[config.mk]
export PLATFORM = sky130hd
export DESIGN_NAME = board_writer
export DESIGN_NICKNAME = d
export VERILOG_FILES = /design/src/rtl/board_writer_pkg.sv /design/src/rtl/board_line_check.sv /design/src/rtl/board_writer.sv
export SDC_FILE = /design/constraint.sdc
export NUM_CORES = 1
export LEC_CHECK = 0
export ABC_AREA = 1
export BUFFER_PORTS_ARGS = -buffer_cell sky130_fd_sc_hd__buf_2
export CORE_UTILIZATION = 35
export DETAILED_ROUTE_END_ITERATION = 7
export PLACE_DENSITY = 0.57
export SLEW_MARGIN = 20
export SYNTH_ARGS = -nofsm -noshare
export SYNTH_HDL_FRONTEND = slang
export SYNTH_SLANG_ARGS = --single-unit
[constraint.sdc]
create_clock -name clk -period 1.3 [get_ports clk]
set_input_delay 0.065 -clock clk [delete_from_list [all_inputs] [get_ports clk]]
set_output_delay 0.065 -clock clk [all_outputs]
set_load 0.05 [all_outputs]
[src/rtl/board_writer_pkg.sv]
// board_writer shared definitions: cell/error encodings, FSM states,
// win-line table and a cell lookup helper.
package board_writer_pkg;

  localparam int N_CELLS = 9;
  localparam int CELL_W  = 2;
  localparam int BOARD_W = N_CELLS * CELL_W;
  localparam int N_LINES = 8;

  localparam logic       FIRST_PLAYER = 1'b0;
  localparam logic [3:0] MAX_MOVES    = 4'd9;

  localparam logic [1:0] CELL_EMPTY = 2'b00;
  localparam logic [1:0] CELL_X     = 2'b01;
  localparam logic [1:0] CELL_O     = 2'b10;

  localparam logic [2:0] ERR_NONE  = 3'b000;
  localparam logic [2:0] ERR_RANGE = 3'b001;
  localparam logic [2:0] ERR_OCC   = 3'b010;
  localparam logic [2:0] ERR_TURN  = 3'b011;
  localparam logic [2:0] ERR_FULL  = 3'b100;

  typedef enum logic [1:0] {
    S_IDLE,
    S_CHECK,
    S_COMMIT
  } state_e;

  // Lines 7..0: diagonals, columns, rows (cell indices per line)
  localparam logic [N_LINES-1:0][2:0][3:0] WIN_LINES = {
    4'd2, 4'd4, 4'd6,
    4'd0, 4'd4, 4'd8,
    4'd2, 4'd5, 4'd8,
    4'd1, 4'd4, 4'd7,
    4'd0, 4'd3, 4'd6,
    4'd6, 4'd7, 4'd8,
    4'd3, 4'd4, 4'd5,
    4'd0, 4'd1, 4'd2
  };

  // Out-of-range indices read as empty
  function automatic logic [CELL_W-1:0] cell_get(
    input logic [BOARD_W-1:0] b,
    input logic [3:0]         idx
  );
    cell_get = CELL_EMPTY;
    for (int i = 0; i < N_CELLS; i++) begin
      if (idx == 4'(i)) cell_get = b[i*CELL_W +: CELL_W];
    end
  endfunction

endpackage

[src/rtl/board_line_check.sv]
// Combinational three-in-a-row detector over the flattened board.
// Built only with BOARD_WRITER_WIN_DETECT_EN defined.
`ifdef BOARD_WRITER_WIN_DETECT_EN
module board_line_check
  import board_writer_pkg::*;
(
  input  logic [BOARD_W-1:0] board_i,
  output logic               x_win_o,
  output logic               o_win_o
);

  // Scan all eight lines for a uniform X or O line
  always_comb begin
    x_win_o = 1'b0;
    o_win_o = 1'b0;
    for (int l = 0; l < N_LINES; l++) begin
      if (cell_get(board_i, WIN_LINES[l][0]) == CELL_X &&
          cell_get(board_i, WIN_LINES[l][1]) == CELL_X &&
          cell_get(board_i, WIN_LINES[l][2]) == CELL_X)
        x_win_o = 1'b1;
      if (cell_get(board_i, WIN_LINES[l][0]) == CELL_O &&
          cell_get(board_i, WIN_LINES[l][1]) == CELL_O &&
          cell_get(board_i, WIN_LINES[l][2]) == CELL_O)
        o_win_o = 1'b1;
    end
  end

endmodule
`endif

[src/rtl/board_writer.sv]
// Validated move writer owning the authoritative board state.
// Optional win/draw detection under BOARD_WRITER_WIN_DETECT_EN.
module board_writer
  import board_writer_pkg::*;
(
  input  logic               clk,
  input  logic               rst_n,
  input  logic               clear,
  input  logic               mv_valid,
  output logic               mv_ready,
  input  logic [3:0]         mv_pos,
  input  logic               mv_player,
  output logic               wr_done,
  output logic               wr_err,
  output logic [2:0]         err_code,
  output logic [BOARD_W-1:0] board,
  output logic [3:0]         move_cnt,
`ifdef BOARD_WRITER_WIN_DETECT_EN
  output logic [1:0]         winner,
  output logic               game_over,
`endif
  output logic               turn
);

  state_e state_q, state_d;

  logic [3:0]         pos_q, pos_d;
  logic               player_q, player_d;
  logic [2:0]         code_q, code_d;
  logic [BOARD_W-1:0] board_q, board_d;
  logic [BOARD_W-1:0] board_wr;
  logic [3:0]         cnt_q, cnt_d;
  logic               turn_q, turn_d;
  logic               done_q, done_d;
  logic               err_q, err_d;
  logic [2:0]         ecode_q, ecode_d;
  logic [2:0]         chk_code;
  logic               full;

`ifdef BOARD_WRITER_WIN_DETECT_EN
  logic [1:0] winner_q, winner_d;
  logic       over_q, over_d;
  logic       x_win, o_win;

  board_line_check u_line_check (
    .board_i (board_wr),
    .x_win_o (x_win),
    .o_win_o (o_win)
  );

  assign full = (cnt_q == MAX_MOVES) || over_q;
`else
  assign full = (cnt_q == MAX_MOVES);
`endif

  // State register
  always_ff @(posedge clk) begin
    if (!rst_n || clear) state_q <= S_IDLE;
    else                 state_q <= state_d;
  end

  // Next-state logic
  always_comb begin
    state_d = state_q;
    unique case (state_q)
      S_IDLE:   if (mv_valid) state_d = S_CHECK;
      S_CHECK:  state_d = S_COMMIT;
      S_COMMIT: state_d = S_IDLE;
      default:  state_d = S_IDLE;
    endcase
  end

  // FSM outputs
  always_comb begin
    mv_ready = (state_q == S_IDLE);
  end

  // Move validation, first failing check wins
  always_comb begin
    if (full)
      chk_code = ERR_FULL;
    else if (pos_q > 4'(N_CELLS - 1))
      chk_code = ERR_RANGE;
    else if (cell_get(board_q, pos_q) != CELL_EMPTY)
      chk_code = ERR_OCC;
    else if (player_q != turn_q)
      chk_code = ERR_TURN;
    else
      chk_code = ERR_NONE;
  end

  // Board image with only the addressed cell replaced
  always_comb begin
    board_wr = board_q;
    for (int i = 0; i < N_CELLS; i++) begin
      if (pos_q == 4'(i))
        board_wr[i*CELL_W +: CELL_W] = {player_q, ~player_q};
    end
  end

  // Datapath next-state
  always_comb begin
    pos_d    = pos_q;
    player_d = player_q;
    code_d   = code_q;
    board_d  = board_q;
    cnt_d    = cnt_q;
    turn_d   = turn_q;
    done_d   = 1'b0;
    err_d    = 1'b0;
    ecode_d  = ERR_NONE;
`ifdef BOARD_WRITER_WIN_DETECT_EN
    winner_d = winner_q;
    over_d   = over_q;
`endif
    if (state_q == S_IDLE && mv_valid) begin
      pos_d    = mv_pos;
      player_d = mv_player;
    end
    if (state_q == S_CHECK) code_d = chk_code;
    if (state_q == S_COMMIT) begin
      if (code_q == ERR_NONE) begin
        board_d = board_wr;
        cnt_d   = (cnt_q == MAX_MOVES) ? cnt_q : cnt_q + 4'd1;
        turn_d  = ~turn_q;
        done_d  = 1'b1;
`ifdef BOARD_WRITER_WIN_DETECT_EN
        if (x_win)                   winner_d = 2'b01;
        else if (o_win)              winner_d = 2'b10;
        else if (cnt_d == MAX_MOVES) winner_d = 2'b11;
        else                         winner_d = 2'b00;
        over_d = (winner_d != 2'b00);
`endif
      end else begin
        err_d   = 1'b1;
        ecode_d = code_q;
      end
    end
  end

  // Datapath registers; reset and clear both start a new game
  always_ff @(posedge clk) begin
    if (!rst_n || clear) begin
      pos_q    <= '0;
      player_q <= 1'b0;
      code_q   <= ERR_NONE;
      board_q  <= '0;
      cnt_q    <= '0;
      turn_q   <= FIRST_PLAYER;
      done_q   <= 1'b0;
      err_q    <= 1'b0;
      ecode_q  <= ERR_NONE;
`ifdef BOARD_WRITER_WIN_DETECT_EN
      winner_q <= 2'b00;
      over_q   <= 1'b0;
`endif
    end else begin
      pos_q    <= pos_d;
      player_q <= player_d;
      code_q   <= code_d;
      board_q  <= board_d;
      cnt_q    <= cnt_d;
      turn_q   <= turn_d;
      done_q   <= done_d;
      err_q    <= err_d;
      ecode_q  <= ecode_d;
`ifdef BOARD_WRITER_WIN_DETECT_EN
      winner_q <= winner_d;
      over_q   <= over_d;
`endif
    end
  end

  assign wr_done  = done_q;
  assign wr_err   = err_q;
  assign err_code = ecode_q;
  assign board    = board_q;
  assign move_cnt = cnt_q;
  assign turn     = turn_q;
`ifdef BOARD_WRITER_WIN_DETECT_EN
  assign winner    = winner_q;
  assign game_over = over_q;
`endif

endmodule

Word-level counts from Yosys, hierarchy flattened
Index checks and enable logic that the tools add are counted.
{"block": "classes", "addsub": 1, "n_lt_le_gt_ge": 1, "eq_ne": 13, "muxes": 19, "bitwise": 4, "reduce_logical": 20}
{"op": "2-bit two-way mux", "n": 15}
{"op": "3-bit AND reduction", "n": 10}
{"op": "4-bit by 3-bit equality test with 1-bit output (second input constant)", "n": 4}
{"op": "4-bit by 2-bit equality test with 1-bit output (second input constant)", "n": 2}
{"op": "4-bit equality test (second input constant)", "n": 2}
{"op": "4-bit by 1-bit adder with 4-bit output (second input constant)", "n": 1}
{"op": "4-bit by 1-bit equality test with 1-bit output (second input constant)", "n": 1}
{"op": "4-bit > comparator (second input constant)", "n": 1}
{"op": "4-bit zero test", "n": 1}
{"op": "1-bit NOT", "n": 4}
{"op": "2-bit one-hot mux with 2 select lines", "n": 1}
{"op": "3-bit zero test", "n": 1}
{"op": "3-bit two-way mux", "n": 1}
{"op": "3-bit OR reduction", "n": 1}
{"op": "2-bit by 1-bit equality test with 1-bit output (second input constant)", "n": 1}
{"op": "2-bit equality test (second input constant)", "n": 1}
{"op": "2-bit zero test", "n": 1}
{"op": "1-bit two-way mux", "n": 2}
{"op": "2-bit inequality test (second input constant)", "n": 1}
{"op": "2-bit AND reduction", "n": 1}
{"op": "2-bit nonzero test", "n": 1}
{"op": "2-bit OR reduction", "n": 1}
{"op": "1-bit logical AND", "n": 1}
{"op": "1-bit zero test", "n": 1}
{"op": "other kinds (2)", "n": 2}
{"block": "totals", "ff_bits": 38, "in_bits": 9, "output_inout_bits": 29, "elab_cells": 76}

Longest topological paths before layout
{"block": "logic_depth", "word_depth": 16, "ltp_mapped": 11}

Least setup slack after synthesis
Ideal clock, no wire load.
{"block": "synth_timing", "path_kind": "register to register", "startpoint": "reg cnt_q[1], in the netlist move_cnt[1]", "endpoint": "reg cnt_q[3], in the netlist move_cnt[3]", "setup_time_ns": 0.080, "t_arrival_ns": 1.688, "path_slack_ns": -0.468, "stages_incl_launch_ff": 9, "path_buffers": 0, "synth_period_minus_slack_ns": 1.768, "path_cell_list": "dfxtp_1 inv_1 ha_1 nand3_1 inv_1 nor2_4 nand2_1 o31ai_1 nor3b_1"}
{"block": "synth_via", "elab_chain_cells": 3}
{"item": "from (decl)", "line": "board_writer.sv:32", "text": "logic [3:0] cnt_q, cnt_d;"}
{"item": "from (signal assigned)", "line": "board_writer.sv:162", "text": "cnt_q <= cnt_d;"}
{"item": "branches (longest 3 deep; another with 4-bit by 1-bit adder with 4-bit output)"}
Parallel ways; which one is timed is not known.
A chain may end at the register's enable or synchronous reset.

Worst setup path after layout
{"block": "layout_timing", "startpoint": "reg pos_q[3]", "endpoint": "reg code_q[0]"}
{"block": "layout_via", "elab_chain_cells": 16}
{"item": "from (decl)", "line": "board_writer.sv:27", "text": "logic [3:0] pos_q, pos_d;"}
{"item": "from (signal assigned)", "line": "board_writer.sv:158", "text": "pos_q <= pos_d;"}
{"item": "4-bit zero test", "line": "board_writer_pkg.sv:48", "text": "if (idx == 4'(i)) cell_get = b[i*CELL_W +: CELL_W];"}
{"item": "2-bit two-way mux (9 in a row)", "line": "board_writer_pkg.sv:48"}
{"item": "2-bit two-way mux", "line": "board_writer.sv:82", "text": "else if (pos_q > 4'(N_CELLS - 1))"}
{"item": "2-bit two-way mux", "line": "board_writer.sv:80", "text": "if (full)"}
{"item": "2-bit nonzero test", "line": "board_writer.sv:84", "text": "else if (cell_get(board_q, pos_q) != CELL_EMPTY)"}
{"item": "2-bit two-way mux", "line": "board_writer.sv:84"}
{"item": "2-bit two-way mux *", "line": "board_writer.sv:82"}
{"item": "3-bit two-way mux *", "line": "board_writer.sv:80"}
{"item": "to (signal assigned)", "line": "board_writer.sv:160", "text": "code_q <= code_d;"}
{"item": "to (decl)", "line": "board_writer.sv:29", "text": "logic [2:0] code_q, code_d;"}
Mark *: on every way between the ends. The rest lies on a longest branch, timed or not. The select of a mux whose other input is x is not followed.

==> metrics.md <==
| Metric | Value |
|---|---|
| H-tree levels | `2` |
| Clk_lat worst skew | `0.30 ns` |
| Final setup vio count | `5` |
| Total CTS buffers | `5` |
| # rows | `24` |
| DRC | `2` |
| Switching Power | `around 0.00056 W` |
| CTS root buffer | `clkbuf_8` |
| Clock Sinks | `38` |
| Layout area overhead | `50.6%` |
| I/O pin total | `38` |
| First-pass GRT wire length | `roughly 7500 um` |
| Final std cell area, no fill | `between 2000 and 2500 um^2` |
| Initial drt markers | `57` |
| GR Util All Layers | `19.2%` |
| Max Root-Sink Buffers | `2` |
| Die height | `70.8 um` |
| Critical path class | `reg -> reg` |
| Status | `finished, violations left` |
| Compound-Gate Fraction of Synth Area | `12.3%` |
| Internal power | `~0.0019 W` |
| Clock Power Share | `a little over two fifths` |
| Switching portion of total power | `a little under a quarter` |
| Post-Synth Adder-Cell Area | `approximately 1.5%` |
| Largest net degree at the start of global routing | `13` |
| Sequential-to-total area share from yosys stat | `between 40% and 50%` |
| Max Freq | `between 0.6 and 0.7 GHz` |
| Flop2flop setup slack | `-0.16 ns` |
| Filler cells | `430` |
| Final hold viol count | `0` |
| Max cap viols | `0` |
| Failing checks | `DRC, setup timing` |
| Transition time of the tightest slew-check pin | `between 0.4 and 0.5 ns` |
| Share of cells above drive strength 1 | `~50%` |
| Simple-gate area share of the yosys netlist | `between 20% and 30%` |
| Hold path start | `mv_pos[2]` |
| Worst setup EP type | `flip-flop` |
| Hold Buf Count CTS | `0` |
| Seq cells post-synth | `38` |
| CP Data Arrival Time | `about 1.7 ns` |
| Met2 usage | `32.3%` |
| Area of the multi-input gates | `a little over 900 um^2` |
| Hold Path Class | `in -> reg` |
| Slowest-stage cell, CP | `dfxtp_4` |
| Worst Hold End | `pos_q[2]` |
| Crit Path Max Fanout | `6` |
| Clock Skew | `0.0120 ns` |
| WHS Path Cells | `3` |
| Pwr/cell area | `978 nW/um^2` |
| CTS tree | `done` |
| Slew HR | `72.6%` |
| Average size of a mapped cell | `7.32 um^2` |
| Syn Inst Count | `approximately 230` |
| Max IR drop VDD | `0.504 mV` |
| Dpl ws | `-0.204 ns` |
| Final wirelength | `approximately 4400 um` |
| RR Endpoint | `code_q[0]` |
| CP required | `1.53 ns` |
| Final core utilization | `56.1%` |
| Via Count | `1717` |
| Reg2reg start | `pos_q[3]` |
| Core box area | `between 4000 and 5000 um^2` |
| Minimum clock period | `~1.5 ns` |
| Worst-path clk slew | `about 0.080 ns` |
| Crit path largest cell delay | `0.41 ns` |
| Antenna-violating nets left | `0` |
| Critical Path Start Type | `flip-flop` |
| Met1 Use GR | `24.0%` |
| Largest family of logic cells by synthesized area | `simple AND/OR/NAND/NOR gates` |
| Vias in the first global route | `1619` |
| Post-synthesis xor/xnor area fraction | `~1.1%` |
| Initial Util | `37.2%` |
| Synth Warn # | `0` |
| Die area | `between 5000 and 6000 um^2` |
| Port bufs | `37` |
| WL/cell | `12.3 um` |
| Gr busiest metal | `met2` |
| 1st-pass router iterations | `7` |
| Antenna cell count | `0` |
| RSZ-0062 raised after global routing | `true` |
| Nets | `between 300 and 400` |
| HPWL Detailed | `between 2000 and 3000 um` |
| Final WS setup | `-0.161 ns` |
| Gate power share | `around 8.6%` |
| Initial antenna violation count | `0` |
| Dpl cell area | `~2200 um^2` |
| Vias/cell | `4.84` |
| Crit-path cells | `nor2_4, nand3_2, nand4_1, nor2_1, nand4_1, nor2_2, nand3_1, nand2_1, nand2_1, a21oi_2` |
| Setup TNS | `-0.437 ns` |
| GR met3 Demand/Resource | `under 10%` |
| Nets in the synthesized netlist | `approximately 240` |
| Power share of the sequential group | `48.7%` |
| Multiplexer area fraction after synthesis | `0%` |
| Period utilization | `112%` |
| RePlAce Congestion | `~0.87` |
| Storage element area | `approximately 800 um^2` |
| Remaining Overflow, GRT | `0` |
| Static Leak | `1.05 nW` |
| R2R depth | `10` |
| Pins over their slew limit | `0` |
| Distinct cells, synth | `27` |
| Netlist Area Pre-Place | `~1700 um^2` |
| Die extent in x | `just over 70 um` |
-- layout make-up --
class | instances | share of cell area (%)
Tap cell | 52 | 2.61
Timing Repair Buffer | 72 | 18.0
Sequential cell | 38 | 31.9
Timing Repair inverter | 1 | 0.201
Multi-Input combinational cell | 146 | 36.6
Inverter | 38 | 6.02
Clock inverter | 1 | 1.20
Clock buffer | 7 | 3.46
-- cells in the mapped netlist --
cell type / n / share of area [%]
xor2_1: 1 / 0.53
nor3_1: 9 / 2.7
nand2_2: 1 / 0.38
ha_1: 2 / 1.5
nand4_1: 4 / 1.5
nor2_4: 1 / 0.68
inv_1: 36 / 8.2
nand3_1: 14 / 4.2
nor4_1: 1 / 0.38
nand2_1: 28 / 6.3
buf_6: 1 / 0.68
clkbuf_1: 4 / 0.91
a31oi_1: 4 / 1.5
nor2_1: 41 / 9.3
nor3b_1: 1 / 0.45
a21oi_2: 1 / 0.53
nand3_2: 2 / 1.2
a211oi_1: 3 / 1.4
o21a_1: 2 / 0.91
a21oi_1: 16 / 4.8
o21ai_0: 9 / 2.7
dfxtp_1: 38 / 46
clkinv_1: 2 / 0.45
nor3_4: 1 / 0.98
nor2_2: 2 / 0.76
o31ai_1: 1 / 0.45
xnor2_1: 1 / 0.53
-- stage by stage --
step / instances / total power, W / hold WS (ns)
after floorplan: 226 / 0.00131 / 0.251
after global placement: 339 / 0.00138 / 0.355
after detailed placement: 339 / 0.00139 / 0.368
after CTS: 355 / 0.00242 / 0.0654
after global routing: 355 / 0.00253 / 0.0862
final: 355 / 0.00244 / 0.0669
-- power by group through the flow --
stage	clock, W	sequential [W]	combinational, W
after CTS	0.00105	0.00118	0.000190
after detailed placement	0	0.00121	0.000176
final	0.00104	0.00119	0.000210
after global placement	0	0.00121	0.000174
after global routing	0.00111	0.00119	0.000230
after floorplan	0	0.00122	0.0000934
-- per-layer routing --
| metal | part of all wire [%] | wire length (um) |
|---|---|---|
| met5 | 0 | 0 |
| met4 | 1.9 | 85 |
| met3 | 3.6 | 158 |
| met2 | 49 | 2140 |
| met1 | 46 | 2000 |
-- critical path: cells and delay by family (launching register included) --
kind / cells / cell delay, ns
AOI/OAI and AO/OA: 1 / 0.11
DFF: 1 / 0.41
and+or+nand+nor: 9 / 0.87
-- how the worst max path moves through the flow --
stage | startpoint | endpoint | cells after the start | slack [ns]
after detailed placement | pos_q[0] | code_q[0] | 11 | -0.20
final | pos_q[3] | code_q[0] | 10 | -0.16
after global placement | pos_q[0] | code_q[0] | 11 | -0.18
after floorplan | move_cnt[1] | move_cnt[3] | 8 | -0.09
after global routing | pos_q[3] | code_q[0] | 10 | -0.25
after CTS | pos_q[0] | code_q[0] | 10 | -0.16
-- sequential cells by signal (all words and copies together) (netlist names) --
| signal | count |
|---|---|
| pos_q | 4 |
| move_cnt | 4 |
| err_code | 3 |
| wr_done | 1 |
| wr_err | 1 |
| turn | 1 |
| player_q | 1 |
| state_q | 2 |
| code_q | 3 |
| board | 18 |
-- logic make-up (layout without fill, tap and decap cells) --
family	after synthesis	count (layout)
compound gates	36	36
xor+xnor	2	2
fa+ha+maj	2	2
buf+inv	43	119
flops	38	38
simple gates	105	106
-- placed cells by master (no fill, tap or decap), types with 3 or more instances in the layout --
cell type / count
nor3_1: 7
dfxtp_2: 13
a31oi_1: 4
nand4_1: 4
buf_2: 37
nor2_1: 23
nor2_4: 8
a21oi_2: 3
dfxtp_4: 5
dfxtp_1: 20
inv_1: 28
nand3_2: 8
inv_2: 7
nor2_2: 14
o21ai_0: 6
nand2_2: 4
nand2_1: 23
a21oi_1: 14
buf_4: 35
clkbuf_8: 6
nand3_1: 8
-- what timing repair did --
action,CTS,global route
cloned,2,0
buffers inserted,6,0
pin swaps,7,9
endpoints found under the hold margin,0,0
endpoints found under the setup margin,20,26
resized for setup,20,39
Power figures use the tool's default switching activity.
